$ cat src/rtl/l1d_rxdat_linefill_if.sv
// l1d_rxdat_linefill_if
//   Bundles the CHI DAT receive link and the data-ram linefill write port
//   of the L1D linefill receiver.
//   slave  : the receiver (flit/ready in, credit/write/done/error out)
//   master : the environment driving flits and accepting ram writes
//   rxdat_*          : DAT flit in, L-credit out
//   lf_wr_*          : data-ram write request, valid/ready
//   linefill_done_*  : line-complete pulse to the MSHR
//   err_crd_ovf      : sticky credit-overflow flag
interface l1d_rxdat_linefill_if #(
   parameter int MSHR_ID_WIDTH = 3,
   parameter int BEAT_ID_WIDTH = 1,
   parameter int DATA_WIDTH    = 256
);
   logic                     rxdat_flitv;
   logic [MSHR_ID_WIDTH-1:0] rxdat_txnid;
   logic [BEAT_ID_WIDTH-1:0] rxdat_dataid;
   logic [DATA_WIDTH-1:0]    rxdat_data;
   logic                     rxdat_lcrdv;
   logic                     lf_wr_vld;
   logic                     lf_wr_rdy;
   logic [MSHR_ID_WIDTH-1:0] lf_wr_id;
   logic [BEAT_ID_WIDTH-1:0] lf_wr_beat;
   logic [DATA_WIDTH-1:0]    lf_wr_data;
   logic                     linefill_done_en;
   logic [MSHR_ID_WIDTH-1:0] linefill_done_id;
   logic                     err_crd_ovf;

   modport slave (
      input  rxdat_flitv, rxdat_txnid, rxdat_dataid, rxdat_data, lf_wr_rdy,
      output rxdat_lcrdv, lf_wr_vld, lf_wr_id, lf_wr_beat, lf_wr_data,
             linefill_done_en, linefill_done_id, err_crd_ovf
   );

   modport master (
      output rxdat_flitv, rxdat_txnid, rxdat_dataid, rxdat_data, lf_wr_rdy,
      input  rxdat_lcrdv, lf_wr_vld, lf_wr_id, lf_wr_beat, lf_wr_data,
             linefill_done_en, linefill_done_id, err_crd_ovf
   );
endinterface

$ cat src/rtl/l1d_rxdat_linefill.sv
// l1d_rxdat_linefill
//   Receive-side CHI DAT endpoint for L1D linefills. Grants L-credits,
//   buffers accepted flits in a credit-sized FIFO, drains them as data-ram
//   writes and pulses linefill_done when the last beat of a line is written.
//   clk   : clock
//   rst_n : synchronous active-low reset
//   bus   : l1d_rxdat_linefill_if.slave (DAT link, ram write, done, error)
module l1d_rxdat_linefill #(
   parameter int MSHR_ENTRY_NUM = 8,
   parameter int MSHR_ID_WIDTH  = 3,
   parameter int BEAT_NUM       = 2,
   parameter int BEAT_ID_WIDTH  = 1,
   parameter int DATA_WIDTH     = 256,
   parameter int CRD_NUM        = 4
) (
   input  logic                   clk,
   input  logic                   rst_n,
   l1d_rxdat_linefill_if.slave    bus
);
   localparam int PW = $clog2(CRD_NUM);
   localparam int HW = MSHR_ID_WIDTH + BEAT_ID_WIDTH;
   localparam int EW = HW + DATA_WIDTH;
   localparam logic [PW+1:0]          CRD_MAX   = (PW+2)'(CRD_NUM);
   localparam logic [BEAT_ID_WIDTH-1:0] LAST_BEAT = BEAT_ID_WIDTH'(BEAT_NUM - 1);

   logic                     run;
   logic [PW:0]              crd_out;
   logic [PW:0]              fifo_cnt;
   logic [PW-1:0]            wr_ptr;
   logic [PW-1:0]            rd_ptr;
   logic [EW-1:0]            mem [CRD_NUM];
   logic [BEAT_ID_WIDTH-1:0] beat_cnt [MSHR_ENTRY_NUM];
   logic                     err_q;
   logic                     done_en_q;
   logic [MSHR_ID_WIDTH-1:0] done_id_q;

   logic [PW+1:0]            used;
   logic                     grant;
   logic                     accept;
   logic                     drop;
   logic                     vld;
   logic                     pop;
   logic [EW-1:0]            head;
   logic [MSHR_ID_WIDTH-1:0] head_id;
   logic [BEAT_ID_WIDTH-1:0] head_beat;

   // run keeps the credit grant quiet during reset and for the release edge,
   // so the grant is a pure decode of flops.
   assign used   = {1'b0, crd_out} + {1'b0, fifo_cnt};
   assign grant  = run && (used < CRD_MAX);
   assign accept = bus.rxdat_flitv && (crd_out != '0);
   assign drop   = bus.rxdat_flitv && (crd_out == '0);
   assign vld    = (fifo_cnt != '0);
   assign pop    = vld && bus.lf_wr_rdy;

   assign head                = mem[rd_ptr];
   assign {head_id, head_beat} = head[EW-1 -: HW];

   // Payload is forced to zero when nothing is buffered, so stale entries
   // never leak onto the write port (including right after a reset).
   assign bus.rxdat_lcrdv      = grant;
   assign bus.lf_wr_vld        = vld;
   assign bus.lf_wr_id         = vld ? head_id : '0;
   assign bus.lf_wr_beat       = vld ? head_beat : '0;
   assign bus.lf_wr_data       = vld ? head[DATA_WIDTH-1:0] : '0;
   assign bus.linefill_done_en = done_en_q;
   assign bus.linefill_done_id = done_id_q;
   assign bus.err_crd_ovf      = err_q;

   always_ff @(posedge clk) begin
      if (accept) begin
         mem[wr_ptr] <= {bus.rxdat_txnid, bus.rxdat_dataid, bus.rxdat_data};
      end
   end

   always_ff @(posedge clk) begin
      if (!rst_n) begin
         run       <= 1'b0;
         crd_out   <= '0;
         fifo_cnt  <= '0;
         wr_ptr    <= '0;
         rd_ptr    <= '0;
         err_q     <= 1'b0;
         done_en_q <= 1'b0;
         done_id_q <= '0;
         for (int i = 0; i < MSHR_ENTRY_NUM; i++) begin
            beat_cnt[i] <= '0;
         end
      end else begin
         run <= 1'b1;

         case ({grant, accept})
            2'b10:   crd_out <= crd_out + (PW+1)'(1);
            2'b01:   crd_out <= crd_out - (PW+1)'(1);
            default: crd_out <= crd_out;
         endcase

         case ({accept, pop})
            2'b10:   fifo_cnt <= fifo_cnt + (PW+1)'(1);
            2'b01:   fifo_cnt <= fifo_cnt - (PW+1)'(1);
            default: fifo_cnt <= fifo_cnt;
         endcase

         if (accept) wr_ptr <= wr_ptr + PW'(1);
         if (pop)    rd_ptr <= rd_ptr + PW'(1);
         if (drop)   err_q  <= 1'b1;

         // Beats are counted, not indexed, so any dataid order completes a line.
         done_en_q <= 1'b0;
         if (pop) begin
            if (beat_cnt[head_id] == LAST_BEAT) begin
               beat_cnt[head_id] <= '0;
               done_en_q         <= 1'b1;
               done_id_q         <= head_id;
            end else begin
               beat_cnt[head_id] <= beat_cnt[head_id] + BEAT_ID_WIDTH'(1);
            end
         end
      end
   end
endmodule

$ cat src/flat_wrapper.sv
// flat-port wrapper written by rule: the top's interface ports become plain ports
module l1d_rxdat_linefill_flat 
#(
   parameter int MSHR_ENTRY_NUM = 8,
   parameter int MSHR_ID_WIDTH  = 3,
   parameter int BEAT_NUM       = 2,
   parameter int BEAT_ID_WIDTH  = 1,
   parameter int DATA_WIDTH     = 256,
   parameter int CRD_NUM        = 4
)
  (clk, rst_n, bus_rxdat_flitv, bus_rxdat_txnid, bus_rxdat_dataid, bus_rxdat_data, bus_lf_wr_rdy, bus_rxdat_lcrdv, bus_lf_wr_vld, bus_lf_wr_id, bus_lf_wr_beat, bus_lf_wr_data, bus_linefill_done_en, bus_linefill_done_id, bus_err_crd_ovf);
  l1d_rxdat_linefill_if #(.MSHR_ID_WIDTH(MSHR_ID_WIDTH), .BEAT_ID_WIDTH(BEAT_ID_WIDTH), .DATA_WIDTH(DATA_WIDTH)) bus_i ();
  input  logic clk;
  input  logic rst_n;
  input wire logic [$bits(bus_i.rxdat_flitv)-1:0] bus_rxdat_flitv;
  input wire logic [$bits(bus_i.rxdat_txnid)-1:0] bus_rxdat_txnid;
  input wire logic [$bits(bus_i.rxdat_dataid)-1:0] bus_rxdat_dataid;
  input wire logic [$bits(bus_i.rxdat_data)-1:0] bus_rxdat_data;
  input wire logic [$bits(bus_i.lf_wr_rdy)-1:0] bus_lf_wr_rdy;
  output wire logic [$bits(bus_i.rxdat_lcrdv)-1:0] bus_rxdat_lcrdv;
  output wire logic [$bits(bus_i.lf_wr_vld)-1:0] bus_lf_wr_vld;
  output wire logic [$bits(bus_i.lf_wr_id)-1:0] bus_lf_wr_id;
  output wire logic [$bits(bus_i.lf_wr_beat)-1:0] bus_lf_wr_beat;
  output wire logic [$bits(bus_i.lf_wr_data)-1:0] bus_lf_wr_data;
  output wire logic [$bits(bus_i.linefill_done_en)-1:0] bus_linefill_done_en;
  output wire logic [$bits(bus_i.linefill_done_id)-1:0] bus_linefill_done_id;
  output wire logic [$bits(bus_i.err_crd_ovf)-1:0] bus_err_crd_ovf;
  assign bus_i.rxdat_flitv = bus_rxdat_flitv;
  assign bus_i.rxdat_txnid = bus_rxdat_txnid;
  assign bus_i.rxdat_dataid = bus_rxdat_dataid;
  assign bus_i.rxdat_data = bus_rxdat_data;
  assign bus_i.lf_wr_rdy = bus_lf_wr_rdy;
  assign bus_rxdat_lcrdv = bus_i.rxdat_lcrdv;
  assign bus_lf_wr_vld = bus_i.lf_wr_vld;
  assign bus_lf_wr_id = bus_i.lf_wr_id;
  assign bus_lf_wr_beat = bus_i.lf_wr_beat;
  assign bus_lf_wr_data = bus_i.lf_wr_data;
  assign bus_linefill_done_en = bus_i.linefill_done_en;
  assign bus_linefill_done_id = bus_i.linefill_done_id;
  assign bus_err_crd_ovf = bus_i.err_crd_ovf;
  l1d_rxdat_linefill #(.MSHR_ENTRY_NUM(MSHR_ENTRY_NUM), .MSHR_ID_WIDTH(MSHR_ID_WIDTH), .BEAT_NUM(BEAT_NUM), .BEAT_ID_WIDTH(BEAT_ID_WIDTH), .DATA_WIDTH(DATA_WIDTH), .CRD_NUM(CRD_NUM)) u_core (.clk(clk), .rst_n(rst_n), .bus(bus_i));
endmodule
$ cat config.mk
export PLATFORM = sky130hd
export DESIGN_NAME = l1d_rxdat_linefill_flat
export DESIGN_NICKNAME = d
export VERILOG_FILES = /design/src/rtl/l1d_rxdat_linefill_if.sv /design/src/rtl/l1d_rxdat_linefill.sv /design/src/flat_wrapper.sv
export SDC_FILE = /design/constraint.sdc
export NUM_CORES = 1
export LEC_CHECK = 0
export BUFFER_PORTS_ARGS = -buffer_cell sky130_fd_sc_hd__clkbuf_2
export CAP_MARGIN = 20
export CORE_ASPECT_RATIO = 1.5
export CORE_MARGIN = 2
export CORE_UTILIZATION = 54
export CTS_BUF_LIST = sky130_fd_sc_hd__clkbuf_8
export DETAILED_ROUTE_END_ITERATION = 16
export GPL_ROUTABILITY_DRIVEN = 0
export GPL_TIMING_DRIVEN = 0
export PLACE_DENSITY = 0.85
export RECOVER_POWER = 50
export SLEW_MARGIN = 20
export SYNTH_ARGS = -nofsm -noshare
export SYNTH_HDL_FRONTEND = slang
export SYNTH_SLANG_ARGS = --single-unit
$ cat constraint.sdc
create_clock -name clk -period 9.35 [get_ports clk]
set_input_delay 1.87 -clock clk [delete_from_list [all_inputs] [get_ports clk]]
set_output_delay 1.87 -clock clk [all_outputs]
set_load 0.005 [all_outputs]
==> flow_metrics.py, run 1 <==
metrics = {
    "timing": {
        "max_clock_freq_ghz": 0.176,
        "timing.clock.skew_ps": 30.5,
        "slew_viol_final": 149,
        "unrepaired_setup_endpoints_after_global_routing": "false",
        "timing.slew.headroom_pct": -85.9,
        "period_needed_ps": 5680,
        "report.final.hold_viol_count": 0,
        "hold_slack_ps": 488,
        "period_share_pct": 60.8,
        "transition_time_of_the_tightest_slew_check_pin_ps": 2790,
        "setup_viol": 0,
    },
    "clocking": {
        "cts_setup_buffers": 0,
        "tritoncts": "done",
        "cts.root.buffer_cell": "clkbuf_8",
        "cts.reportedPaths.clkPinSlew_ps": 70,
        "h-tree-depth": 4,
        "numCtsBuffers": 149,
        "clock_sink_count": 1066,
        "post_cts_hold_buffer_count": 0,
        "buffer_levels_on_the_longest_clock_path": 3,
        "ctsResizeCount": 0,
        "clock_latency_on_the_worst_skew_pair_ps": 780,
    },
    "final_layout": {
        "layout.cells.most_common": "edfxtp_1",
        "finalNetCount": 2765,
        "fill_cells": 4941,
        "drive_gt1_share_pct": 29.6,
        "final_cell_area_sq_um": 47300,
        "mostFrequentLayoutCells": "edfxtp_1 (1,040), clkbuf_1 (321), clkbuf_2 (270)",
        "syn_to_final_growth_pct": 17.1,
    },
    "synth": {
        "ys_warn_count": 0,
        "post_synth.cell_area_avg_sq_um": 22.6,
        "synth_enable_flop_cells": 1040,
        "nets_in_the_synthesized_netlist": 2059,
        "mappedNetlistArea_sq_um": 40400,
        "netlist_instances": 1785,
        "sequential_fraction_of_the_synthesis_area_pct": 78.6,
        "synth-seq-cells": 1066,
        "synthDistinctLibCells": 32,
        "synthArstFlopShare_pct": 0,
        "synth_flop_cell": "edfxtp_1",
    },
    "placed_design": {
        "detailed_place_hpwl_um": 61500,
        "postPlaceCellArea_sq_um": 44900,
        "place.port_buffers": 530,
    },
    "die": {
        "die_width_um": 227,
        "fp-row-count": 122,
        "die_area_sq_um": 77000,
        "initial_core_util_pct": 54.7,
        "core_area_sq_um": 73900,
        "die_y_um": 339,
        "io_pins": 531,
    },
    "critical_path": {
        "worst-path-max-fanout": 10,
        "crit-reg2reg-capture": "u_core.mem[1][180]$_DFFE_PP_",
        "timing.critical_path.required_ps": 7480,
        "critical_path_arrival_ps": 3810,
        "crit_path_max_incr_delay_ps": 760,
        "setup.worst_path.class": "register to output port",
        "crit_buf_inv": 4,
        "worst_path_dominant_cell_family": "buffers and inverters",
        "critical_path.reg2reg.startpoint": "u_core.crd_out[0]$_SDFFE_PN0P_",
        "setup.worst_path.end_class": "output port",
        "path_cells": "or3_1, clkbuf_1, clkbuf_1, clkbuf_1, and2_1, clkbuf_2",
        "timing.critical_path.slowest_stage_cell": "clkbuf_1",
        "critical_path_depth": 6,
        "worst-r2r-cell-count": 6,
        "timing.reg2reg.setup_slack_ps": 5010,
        "crit_path_frequent_cell": "clkbuf_1",
        "start_kind": "register",
    },
    "hold_path": {
        "whs_endpoint": "u_core.bus.linefill_done_id[1]$_SDFFE_PN0N_",
        "min_path_cells": 2,
        "worst_hold_startpoint": "u_core.bus.linefill_done_id[1]$_SDFFE_PN0N_",
        "worst_min_delay_path_category": "register to register",
    },
    "run": {
        "max-cap-violations": 5,
    },
    "drt": {
        "antenna_viol_nets_final": 0,
        "met1_length_um": 31100,
        "drt_wl_total_um": 89300,
        "routed-wl-met2_um": 47100,
        "firstDrtPassIters": 5,
        "drc": 0,
        "vias": 20300,
        "route.detailed.wl_per_inst_um": 24.7,
        "vias_per_cell": 5.61,
        "top_layer": "met5",
        "wl_met3_um": 7100,
        "iteration_0_drc_count_of_the_detailed_router": 1434,
    },
    "power_and_ir_drop": {
        "power.density_cell_area_nw_per_um2": 273,
        "max-vdd-ir-drop_uv": 216,
        "leakage_uw": 0.0156,
    },
    "global_route": {
        "wire_length_of_the_first_global_routing_pass_um": 132000,
        "vias_in_the_first_global_route": 22000,
        "grt_util_all_layers_pct": 23.4,
        "grt_max_degree": 50,
        "antenna_found_initial": 30,
        "grt_overflow": 0,
    },
    "status": {
        "status": "finished with violations",
        "failing_checks": "capacitance limit, slew limit",
    },
}
==> worst max-delay path by stage <==
stage	to	startpoint	slack [ps]
after detailed placement	bus_lf_wr_data[78]	u_core.fifo_cnt[1]$_SDFFE_PN0P_	4320
after global routing	bus_lf_wr_data[78]	u_core.fifo_cnt[1]$_SDFFE_PN0P_	3400
final	bus_lf_wr_data[78]	u_core.fifo_cnt[0]$_SDFFE_PN0P_	3670
after CTS	bus_lf_wr_data[78]	u_core.fifo_cnt[0]$_SDFFE_PN0P_	3410
after floorplan	u_core.mem[0][0]$_DFFE_PP_	bus_rxdat_flitv	520
after global placement	u_core.mem[1][180]$_DFFE_PP_	bus_rxdat_flitv	-4080
==> where the power goes <==
part	total [uW]	internal [uW]	switching (uW)	leakage [uW]
registers	5980	5850	136	0.00963
clock network	3300	1620	1680	0.00156
logic	3600	1680	1920	0.00436
==> routing by layer <==
| layer | vias to the layer above | track usage [%] |
|---|---|---|
| met2 | 838 | 39.6 |
| li1 | 8724 | - |
| met3 | 223 | 7.28 |
| met5 | - | 0 |
| met1 | 10500 | 26.2 |
| met4 | 18 | 12.7 |
==> tightest hold or removal path: cells and delay by family (launching register included) <==
kind | cells | cell delay (ps)
DFF | 1 | 320
muxes | 1 | 60
and+or+nand+nor | 1 | 60
==> synthesized netlist by cell type, types with 2 or more instances <==
master	instances	area (sq um)
a21boi_0	2	15.0
and2_1	274	1710
buf_1	9	33.8
buf_2	23	115
buf_6	3	33.8
clkbuf_1	59	221
dfxtp_1	26	521
edfxtp_1	1040	31200
fa_1	2	40.0
ha_1	8	100
inv_1	10	37.5
mux2i_1	12	120
mux4_2	260	5860
nand2_1	15	56.3
nand2b_1	5	31.3
nand3_1	2	10.0
nor2b_1	3	18.8
o211ai_1	4	30.0
o21ai_0	4	20.0
o22ai_1	2	12.5
o31ai_1	4	30.0
or3_1	3	18.8
xnor2_1	4	35.0
xor2_1	3	26.3
==> stage by stage <==
| stage | total power, uW | cells | util, % | TNS, ps | setup WS [ps] |
|---|---|---|---|---|---|
| after detailed placement | 9750 | 3332 | 60.8 | 0 | 4320 |
| final | 12900 | 3615 | 64.0 | 0 | 3670 |
| after global placement | 9720 | 3307 | 59.9 | -4152470 | -4080 |
| after CTS | 13000 | 3594 | 64.5 | 0 | 3410 |
| after global routing | 13500 | 3613 | 64.0 | 0 | 3400 |
| after floorplan | 8260 | 1785 | - | 0 | 522 |
==> layout make-up <==
type / instances / area, sq um / share of cell area [%]
Antenna cell: 21 / 52.6 / 0.111
Buffer: 94 / 405 / 0.857
Clock buffer: 153 / 2110 / 4.45
Clock inverter: 109 / 607 / 1.28
Inverter: 10 / 37.5 / 0.0794
Multi-Input combinational cell: 615 / 8190 / 17.3
Sequential cell: 1066 / 31800 / 67.1
Tap cell: 992 / 1240 / 2.62
Timing Repair Buffer: 555 / 2910 / 6.14
==> sequential cells by signal (all words and copies together), names as in the netlist, 2 cells and up, named ones only <==
name / count
u_core.mem: 1040
u_core.beat_cnt: 8
u_core.crd_out: 3
u_core.fifo_cnt: 3
u_core.wr_ptr: 2
u_core.bus.linefill_done_id: 3
u_core.rd_ptr: 2
==> cell families (layout without fill, tap and decap cells) <==
family | Yosys count | in the layout | synth area share, %
other cells | 0 | 21 | 0
simple gates | 308 | 308 | 4.68
mux | 272 | 272 | 14.8
flops | 1066 | 1066 | 78.6
xor+xnor | 7 | 7 | 0.152
buf+inv | 104 | 921 | 1.09
fa+ha+maj | 10 | 10 | 0.347
compound gates | 18 | 18 | 0.297
(Power assumes the default switching activity.)
==> run 2, diff against run 1 <==
--- a/config.mk
+++ b/config.mk
@@ -5,6 +5,7 @@
 export SDC_FILE = /design/constraint.sdc
 export NUM_CORES = 1
 export LEC_CHECK = 0
+export ABC_AREA = 1
 export BUFFER_PORTS_ARGS = -buffer_cell sky130_fd_sc_hd__clkbuf_2
 export CAP_MARGIN = 20
 export CORE_ASPECT_RATIO = 1.5
==> constraint.sdc (replaced) <==
create_clock -name clk -period 4.7 [get_ports clk]
set_input_delay 0.94 -clock clk [delete_from_list [all_inputs] [get_ports clk]]
set_output_delay 0.94 -clock clk [all_outputs]
set_load 0.005 [all_outputs]
==> run 2 against run 1 <==
Effect of this change: the flow still finishes with violations (capacitance limit, slew limit); worst hold slack worse by 160 ps; first-iteration DRC count is 80% higher; worst setup slack worse by 3500 ps; clock skew is 7.4 ps higher; wire length is 24% higher; cell area is 3.1% higher; largest cell class unchanged.
==> flow_metrics.py, run 2 <==
metrics = {
    "status": {
        "status": "finished with violations",
        "failing_checks": "capacitance limit, slew limit",
    },
    "synth": {
        "sequential_fraction_of_the_synthesis_area_pct": 76.9,
        "synth-seq-cells": 1066,
        "netlist_instances": 3241,
        "netlist_top_cells_count": "nor2_1 (1,045), edfxtp_1 (1,040), o21ai_0 (513), a21oi_1 (272), clkbuf_1 (99)",
        "synth.most_common_cell": "nor2_1",
        "nets_in_the_synthesized_netlist": 3515,
        "mappedNetlistArea_sq_um": 41300,
        "synth_enable_flop_cells": 1040,
        "ys_warn_count": 0,
        "cell_type_with_the_highest_aggregate_area_in_the_netlist": "edfxtp_1",
        "fraction_of_post_synthesis_cell_area_in_the_top_cell_type_by_area_pct": 75.7,
        "synth_flop_cell": "edfxtp_1",
        "synthArstFlopShare_pct": 0,
        "synthDistinctLibCells": 28,
        "post_synth.cell_area_avg_sq_um": 12.7,
        "synthTopCellsByArea": "edfxtp_1 (76%), nor2_1 (9.5%), o21ai_0 (6.2%)",
    },
    "die": {
        "core_area_sq_um": 76000,
        "fp-row-count": 124,
        "die_area_sq_um": 78700,
        "initial_core_util_pct": 54.3,
        "die_width_um": 230,
        "io_pins": 531,
        "die_y_um": 343,
    },
    "clocking": {
        "cts_setup_buffers": 0,
        "buffer_levels_on_the_longest_clock_path": 3,
        "clock_latency_on_the_worst_skew_pair_ps": 810,
        "h-tree-depth": 4,
        "cts.reportedPaths.clkPinSlew_ps": 60,
        "cts.root.buffer_cell": "clkbuf_8",
        "numCtsBuffers": 151,
        "tritoncts": "done",
        "clock_sink_count": 1066,
    },
    "placed_design": {
        "numPlacedInstances": 4832,
        "detailed_place_hpwl_um": 74100,
        "place.port_buffers": 530,
    },
    "critical_path": {
        "timing.critical_path.required_ps": 3760,
        "setup.worst_path.end_class": "output port",
        "worst-path-max-fanout": 10,
        "critical_path_arrival_ps": 3550,
        "setup.worst_path.class": "register to output port",
        "start_kind": "register",
    },
    "final_layout": {
        "multi_input_area_sq_um": 8530,
        "mostFrequentLayoutCells": "nor2_1 (1,045), edfxtp_1 (1,040), o21ai_0 (513)",
        "layout.cells.most_common": "nor2_1",
        "final_cells": 5120,
        "finalNetCount": 4251,
        "syn_to_final_growth_pct": 18.1,
        "largestRegisters": "u_core.mem (1040), u_core.beat_cnt (8)",
        "largest_register_ff_count": 1040,
        "final-seq-area_sq_um": 31800,
        "drive_gt1_share_pct": 14.8,
        "largest-register": "u_core.mem",
        "fill_cells": 5474,
    },
    "power_and_ir_drop": {
        "max-vdd-ir-drop_uv": 383,
        "leakage_uw": 0.0171,
        "power.combinational.fraction_pct": 31.4,
        "switching_share_pct": 35.2,
        "fin_total_pwr_uw": 27400,
        "seq_power_share_pct": 43.8,
        "power.density_cell_area_nw_per_um2": 561,
        "clock_power_share_pct": 24.7,
        "cellInternalPower_uw": 17700,
        "power.switching_uw": 9640,
    },
    "drt": {
        "vias": 28700,
        "route.detailed.wl_per_inst_um": 21.6,
        "antenna_viol_nets_final": 0,
        "iteration_0_drc_count_of_the_detailed_router": 2579,
        "vias_per_cell": 5.60,
        "firstDrtPassIters": 6,
        "drt_wl_total_um": 111000,
        "drc": 0,
    },
    "timing": {
        "period_share_pct": 95.5,
        "max_clock_freq_ghz": 0.223,
        "report.final.hold_viol_count": 0,
        "setup_viol": 0,
        "timing.slew.headroom_pct": -32.6,
        "slew_viol_final": 76,
        "transition_time_of_the_tightest_slew_check_pin_ps": 1980,
        "timing.clock.skew_ps": 37.9,
        "period_needed_ps": 4490,
        "unrepaired_setup_endpoints_after_global_routing": "false",
    },
    "global_route": {
        "antenna_found_initial": 30,
        "grt_util_all_layers_pct": 27.3,
        "grt_max_degree": 25,
        "wire_length_of_the_first_global_routing_pass_um": 161000,
        "grt_overflow": 0,
        "vias_in_the_first_global_route": 27800,
    },
    "run": {
        "max-cap-violations": 4,
    },
    "hold_path": {
        "worst_min_delay_path_category": "primary input to register",
    },
}
[run 2: path summary, 6_finish.rpt]
check / start / end / slack, ps / cells past startpoint
hold reg to reg: u_core.bus.linefill_done_id[2]$_SDFFE_PN0N_ / u_core.bus.linefill_done_id[2]$_SDFFE_PN0N_ / 460 / 2
setup reg to reg: u_core.crd_out[1]$_SDFFE_PN0P_ / u_core.mem[1][67]$_DFFE_PP_ / 1120 / 7
setup / recovery: register / bus_lf_wr_data[236] / 210 / 9
hold / removal: rst_n / u_core.run$_DFF_P_ / 330 / 1
[run 2: area by class of cell]
type                            instances  area share [%]
Sequential cell                      1066            65.1
Multi-Input combinational cell       1942            17.5
Timing Repair Buffer                  583            6.91
Clock buffer                          155            4.38
Tap cell                             1008            2.59
Buffer                                203            1.82
Clock inverter                        110            1.33
Inverter                               30           0.241
Antenna cell                           23           0.118
[run 2: kinds of logic after synthesis]
family / Yosys count / synth area share, %
fa+ha+maj: 10 / 0.339
flops: 1066 / 76.9
simple gates: 1124 / 10.5
buf+inv: 233 / 2.43
compound gates: 808 / 9.83
[run 2: per-stage QoR]
stage / utilization, % / area [sq um] / hold slack, ps / setup TNS, ps / worst slack (ps)
floorplan: - / 41300 / 436 / -724570 / -714
finish: 64.1 / 48800 / 327 / 0 / 212
detailed placement: 61.1 / 46500 / 452 / 0 / 949
CTS: 64.8 / 49300 / 218 / 0 / 30.2
global placement: 59.5 / 45200 / 440 / -3810990 / -3740
global route: 64.1 / 48800 / 286 / 0 / 13.7
[run 2: per-layer routing]
layer | up-vias | global-route usage [%] | share of wire [%]
met2 | 1567 | 45.4 | 49
met5 | - | 0 | 0.098
met1 | 13700 | 32.2 | 36
li1 | 13000 | - | -
met4 | 16 | 15.8 | 6.0
met3 | 334 | 7.36 | 9.2
[run 2: worst max-delay path: stages (launching register included)]
cell and delay (ps):
dfxtp_1 330, buf_6 140, buf_2 400, buf_2 440
buf_2 320, nor2_1 80, nor2_1 80, o21ai_1 80
a21oi_1 620, clkbuf_2 230
[run 2: power groups by stage]
stage	clock, uW	combinational, uW	sequential, uW
3_3_place_gp	0	7990	12400
2_1_floorplan	0	4440	12300
3_5_place_dp	0	8650	12200
6_report	6770	8600	12000
5_1_grt	7250	9350	12100
4_1_cts	6850	8690	12000
[run 2: timing repair]
action	4_1_cts	5_1_grt
endpoints found under the setup margin	0	3
gates resized for setup	0	4
hold buffers	0	0
